===== config.mk =====
export PLATFORM = sky130hd
export DESIGN_NAME = onehot_rr_scheduler
export DESIGN_NICKNAME = d
export VERILOG_FILES = /design/src/rtl/onehot_rr_scheduler.sv
export SDC_FILE = /design/constraint.sdc
export NUM_CORES = 1
export LEC_CHECK = 0
export ABC_AREA = 1
export CORE_MARGIN = 2
export CORE_UTILIZATION = 56
export CTS_BUF_LIST = sky130_fd_sc_hd__clkbuf_16
export DETAILED_ROUTE_END_ITERATION = 7
export PLACE_DENSITY_LB_ADDON = 0.05
export SETUP_SLACK_MARGIN = 0.4
export SYNTH_ARGS = -nofsm -noshare
export SYNTH_HDL_FRONTEND = slang
export SYNTH_SLANG_ARGS = --single-unit
export TNS_END_PERCENT = 10

===== constraint.sdc =====
create_clock -name clk -period 3.66 [get_ports clk]
set_input_delay 0.366 -clock clk [delete_from_list [all_inputs] [get_ports clk]]
set_output_delay 0.366 -clock clk [all_outputs]
set_load 0.05 [all_outputs]

===== src/rtl/onehot_rr_scheduler.sv =====
// Round-robin scheduler sharing one start/done engine among N requesters.
// One-hot controller with a saturating watchdog that force-completes hung jobs.
module onehot_rr_scheduler #(
  parameter int N       = 4,
  parameter int TIMEOUT = 8
) (
  input  logic         clk,
  input  logic         rst,
  input  logic [N-1:0] req,
  input  logic         eng_done,
  output logic         eng_start,
  output logic [N-1:0] grant,
  output logic [N-1:0] ack,
  output logic         timeout_err,
  output logic         busy,
  output logic [3:0]   ctrl_state
);

  localparam int CW = $clog2(TIMEOUT + 1);
  localparam int PW = (N > 1) ? $clog2(N) : 1;

  localparam logic [3:0] S_IDLE  = 4'b0001;
  localparam logic [3:0] S_ISSUE = 4'b0010;
  localparam logic [3:0] S_WAIT  = 4'b0100;
  localparam logic [3:0] S_ACK   = 4'b1000;

  logic [3:0]    state_q, state_d;
  logic [N-1:0]  grant_q, grant_d;
  logic [PW-1:0] win_q, win_d;
  logic [PW-1:0] ptr_q, ptr_d;
  logic [CW-1:0] cnt_q, cnt_d;
  logic          err_q, err_d;

  logic          win_found;
  logic [PW-1:0] win_idx;
  logic [PW:0]   cand;

  always_ff @(posedge clk or posedge rst) begin
    if (rst) begin
      state_q <= S_IDLE;
      grant_q <= '0;
      win_q   <= '0;
      ptr_q   <= '0;
      cnt_q   <= '0;
      err_q   <= 1'b0;
    end else begin
      state_q <= state_d;
      grant_q <= grant_d;
      win_q   <= win_d;
      ptr_q   <= ptr_d;
      cnt_q   <= cnt_d;
      err_q   <= err_d;
    end
  end

  // Search ptr, ptr+1, ... wrapping at N-1; first set request wins.
  always_comb begin
    win_found = 1'b0;
    win_idx   = '0;
    cand      = '0;
    for (int i = 0; i < N; i++) begin
      cand = {1'b0, ptr_q} + (PW+1)'(i);
      if (cand >= (PW+1)'(N)) cand = cand - (PW+1)'(N);
      if (!win_found && req[cand[PW-1:0]]) begin
        win_found = 1'b1;
        win_idx   = cand[PW-1:0];
      end
    end
  end

  always_comb begin
    state_d = state_q;
    grant_d = grant_q;
    win_d   = win_q;
    ptr_d   = ptr_q;
    cnt_d   = cnt_q;
    err_d   = err_q;
    case (state_q)
      S_IDLE: begin
        if (win_found) begin
          state_d = S_ISSUE;
          grant_d = {{(N-1){1'b0}}, 1'b1} << win_idx;
          win_d   = win_idx;
          cnt_d   = '0;
          err_d   = 1'b0;
        end
      end
      S_ISSUE: state_d = S_WAIT;
      S_WAIT: begin
        if (eng_done) begin
          state_d = S_ACK;
          err_d   = 1'b0;
        end else begin
          if (cnt_q != CW'(TIMEOUT)) cnt_d = cnt_q + CW'(1);
          // Registered count equals the number of WAIT cycles already spent.
          if (cnt_q == CW'(TIMEOUT - 1)) begin
            state_d = S_ACK;
            err_d   = 1'b1;
          end
        end
      end
      S_ACK: begin
        state_d = S_IDLE;
        grant_d = '0;
        ptr_d   = (win_q == PW'(N - 1)) ? '0 : win_q + PW'(1);
      end
      default: begin
        state_d = S_IDLE;
        grant_d = '0;
      end
    endcase
  end

  always_comb begin
    eng_start   = (state_q == S_ISSUE);
    grant       = grant_q;
    ack         = (state_q == S_ACK) ? grant_q : '0;
    timeout_err = (state_q == S_ACK) && err_q;
    busy        = (state_q != S_IDLE);
    ctrl_state  = state_q;
  end

endmodule


After elaboration in Yosys (flattened, before gate mapping) --
Index checks and enable logic that the tools add are counted.
Storage, ports and cells: register bits after elaboration 17, bits of input ports 7, output and inout bits 15, word-level logic and storage cells 87
Cells by class: add/sub/neg operators 9, $lt $le $gt $ge 8, equal/unequal tests 12, shift-type cells 1, muxes and demuxes 36, bitwise operators 1, reductions and logical operators 14
Operators by type and width (count):
- two-way mux 4 bit | 8
- two-way mux 2 bit | 9
- case mux 4 bit (2 select lines) | 2
- less-than comparator 2 x 3 -> 1 bit (second input constant) | 4
- case mux 4 bit (3 select lines) | 1
- two-way mux 1 bit | 11
- >= comparator 3 bit (second input constant) | 3
- binary-select mux 1 bit (select 2 bit) | 4
- == test 4 x 3 -> 1 bit (second input constant) | 2
- subtractor 2 x 1 -> 2 bit (second input constant) | 4
- adder 2 x 2 -> 3 bit (second input constant) | 2
- != test 2 bit (second input constant) | 3
- AND reduction 2 bit | 3
- adder 4 x 1 -> 4 bit (second input constant) | 1
- == test 4 x 1 -> 1 bit (second input constant) | 1
- == test 4 x 2 -> 1 bit (second input constant) | 1
- == test 4 bit (second input constant) | 1
- logical AND 1 bit | 4
- != test 4 x 1 -> 1 bit (second input constant) | 1
- != test 4 bit (second input constant) | 1
- AND reduction 4 bit | 1
- left shift 1 x 2 -> 4 bit (first input constant) | 1
- adder 2 x 1 -> 3 bit (second input constant) | 1
- >= comparator 2 x 3 -> 1 bit (second input constant) | 1
- other kinds (9) | 11

Depth between registers and ports, before layout --
depth in word-level cells 17, mapped depth 12, gate-level depth less buffers 12

Worst setup path before layout --
No wires, ideal clock.
kind register to register, from reg state_q[2], in the netlist ctrl_state[2], to reg grant_q[0], in the netlist grant[0], library setup time 0.066 ns, data arrival time 2.364 ns, required time 3.594 ns, slack 1.230 ns, cell stages (with the launch flop) 8, path buffers 0, period minus slack after synthesis 2.430 ns, cells stage by stage dfrtp_1 inv_2 nand2_1 nor3_1 nor2_1 nand2_1 nand2_1 nand2_1
Between the ends: cells in the longest elaborated chain, start to end 4, elaborated cells on any way between the ends 8, those cells by class 4 x eq/ne; 1 x mux; 1 x bitwise; 2 x reduce/logical
RTL lines:
- start, declared | RTL line 27 | logic [3:0] state_q, state_d;
- start signal, assigned | RTL line 47 | state_q <= state_d;
- == test 4 x 2 -> 1 bit *
- net eng_start | RTL line 11 | output logic eng_start,
- OR reduction 2 bit (no source line) *
- NOT 1 bit (no source line)
- AND reduction 2 bit (no source line)
- end signal, assigned | RTL line 48 | grant_q <= grant_d;
- end, declared | RTL line 28 | logic [N-1:0] grant_q, grant_d;
The timed path passes the listed nets; every way through them passes the cells marked *. A chain may end at the register's enable or synchronous reset.

Worst setup path in the final report --
from reg state_q[1], in the netlist ctrl_state[1], to out ack[0]
Between the ends: cells in the longest elaborated chain, start to end 2
RTL lines:
- == test 4 bit | RTL line 117 | ack = (state_q == S_ACK) ? grant_q : '0;
- two-way mux 4 bit | RTL line 117
- end, declared | RTL line 13 | output logic [N-1:0] ack,
No other way between the ends.

==> run summary <==
Ys Warns -> 0
Vias -> 1136
Power Density -> 938 mW/mm^2
Number of setup buffers added after CTS -> 0
Worst skew pair latency -> 250 ps
Outcome -> finished, final reports clean
CTS H-tree depth -> 1
Crit Path Max Fanout -> 7
Vias in the first global route -> 1068
Gr usage total -> 23.0%
Register area share after synthesis -> 33.9%
Min Tclk post-route -> 2690 ps
TritonCTS clock tree -> done
Initial Util -> 58.1%
Relative slew slack -> 58.1%
Vias/cell -> 5.00
Gr ovfl total -> 0
Post-synth top flop -> dfrtp_1
Async SR Flop Fraction -> 100%
PortBufs -> 21
Setup crit end kind -> output pin
Diodes inserted -> 0
Root buffer selected by CTS -> clkbuf_16
Syn Inst Count -> 175
Nets -> 210
Chip Width -> 51.4 microns
HP Class -> in -> async
Max-cap viol count -> 0
Commonest non-fill, non-tap cells in the layout -> nand2_1 (59), clkdlybuf4s50_1 (21), inv_1 (19)
WL/cell -> 11.6 microns
Initial DRC count -> 18
Clock transition at path regs -> 60 ps
Io pins -> 22
Setup CP Type -> reg -> out
Pre-antenna DRT Iters -> 4
Setup TNS -> 0 ps
RSZ-0062 raised after global routing -> false
Actual transition at the worst max-transition pin -> 628 ps
CP arrival -> 2320 ps
Die H -> 51.4 microns
Fin. Hold Viols -> 0
Final antenna-violating net count -> 0
Most common cell after layout, fill and taps aside -> nand2_1
Peak supply drop -> 0.564 mV
Max Fclk -> 372 MHz
Cell area after synthesis -> 0.00126 sq mm
Critical Path RT -> 3290 ps
Hold_ws -> 502 ps
CTS max path bufs -> 2
Static Leak -> 0.785 nW
Largest net degree at the start of global routing -> 18
Post-route DRC -> 0
HPWL after DPL -> 2.01 mm
Syn-to-layout area delta -> 25.1%
Row cnt -> 17
# setup viols final -> 0
GP Congestion -> 0.921
EDFF count, synth -> 0
Unique masters post-synth -> 28
Initial antenna violation count -> 0
Die area -> 0.00265 sq mm
First-pass GRT wire length -> 4.66 mm
Final clock skew -> 3.49 ps
Post-route clock period utilization -> 73.4%
CTS resizes -> 0
Flops & latches, synth -> 17
Sink Count -> 17
Routed WL -> 2.63 mm
Total CTS buffers -> 3
Mapped Avg Cell Area -> 7.20 sq um
Core ar. -> 0.00217 sq mm
Max-slew violations -> 0
Fraction of layout cells with a size suffix above 1 -> 21.1%
Post-Syn Nets -> 185
CTS Hold Bufs -> 0
Startpoint Class -> register
cells in the mapped netlist, drive strengths merged (2+ instances only):
library cell | number | area share (%)
nand2 | 76 | 28
inv | 26 | 7.7
dfrtp | 16 | 32
nor2 | 15 | 6.0
nand3 | 14 | 6.4
o21ai | 8 | 4.7
nor3 | 4 | 2.9
ha | 3 | 3.0
nand4 | 3 | 2.7
a21oi | 2 | 0.79
xor2 | 2 | 1.4
critical path, stage by stage, from the launching register on:
cell and delay [ps]:
dfrtp_1 400, inv_1 80, nand2_1 110, nor3_1 300, inv_1 230, nor2_1 140
clkdlybuf4s50_1 820
cells by family after synthesis:
family	share of synthesized area [%]
buffers and inverters	8.64
AOI/OAI and AO/OA	6.06
xor gates and xnor gates	1.39
adders and majority gates	2.98
DFF	33.9
and+or+nand+nor	47.1
final timing paths:
kind	endpoint	cells after the start	slack (ps)	startpoint
worst max-delay path	ack[0]	6	970	ctrl_state[1]
worst min-delay path	cnt_q[2]	2	500	rst
worst max register to register	win_q[0]	11	1850	ptr_q[0]
worst min register to register	grant[2]	2	510	grant[2]
max in group asynchronous	err_q	2	2750	rst
min in group clk	grant[2]	2	510	grant[2]
per-layer routing:
metal | track usage, % | wire length (microns) | vias to the layer above
li1 | - | - | 588
met1 | 32.0 | 1260 | 512
met2 | 38.2 | 1250 | 32
met3 | 2.63 | 97 | 4
met4 | 5.26 | 20 | 0
met5 | 0 | 0 | -
power by group:
group	internal, mW	switching [mW]	total (mW)
clock	0.147	0.0767	0.224
sequential	0.251	0.0702	0.321
combinational	0.289	0.644	0.933
total	0.688	0.791	1.48
final cells by class:
class	instances	area, sq um
multi-input combinational	131	724
fill	179	593
sequential	17	427
timing repair buffer	21	210
inverter	26	97.6
clock buffer	3	75.1
tap	28	35.0
clock inverter	1	7.51
registers in the layout, indices dropped and copies added, names as in the netlist:
signal / flops
ctrl_state: 4
grant: 4
err_q: 1
cnt_q: 4
ptr_q: 2
win_q: 2
metrics by stage:
stage                     util [%]  instance area [sq um]  cells  power (mW)  worst slack (ps)
final                         72.7                   1580    227        1.48               975
after global routing          72.7                   1580    227        1.60               845
after CTS                     72.7                   1580    227        1.48               977
after detailed placement      68.9                   1490    223        1.25              1250
after global placement        68.9                   1490    223        1.22              1360
after floorplan                  -                   1260    175        1.05              1230
(Power assumes the default switching activity.)
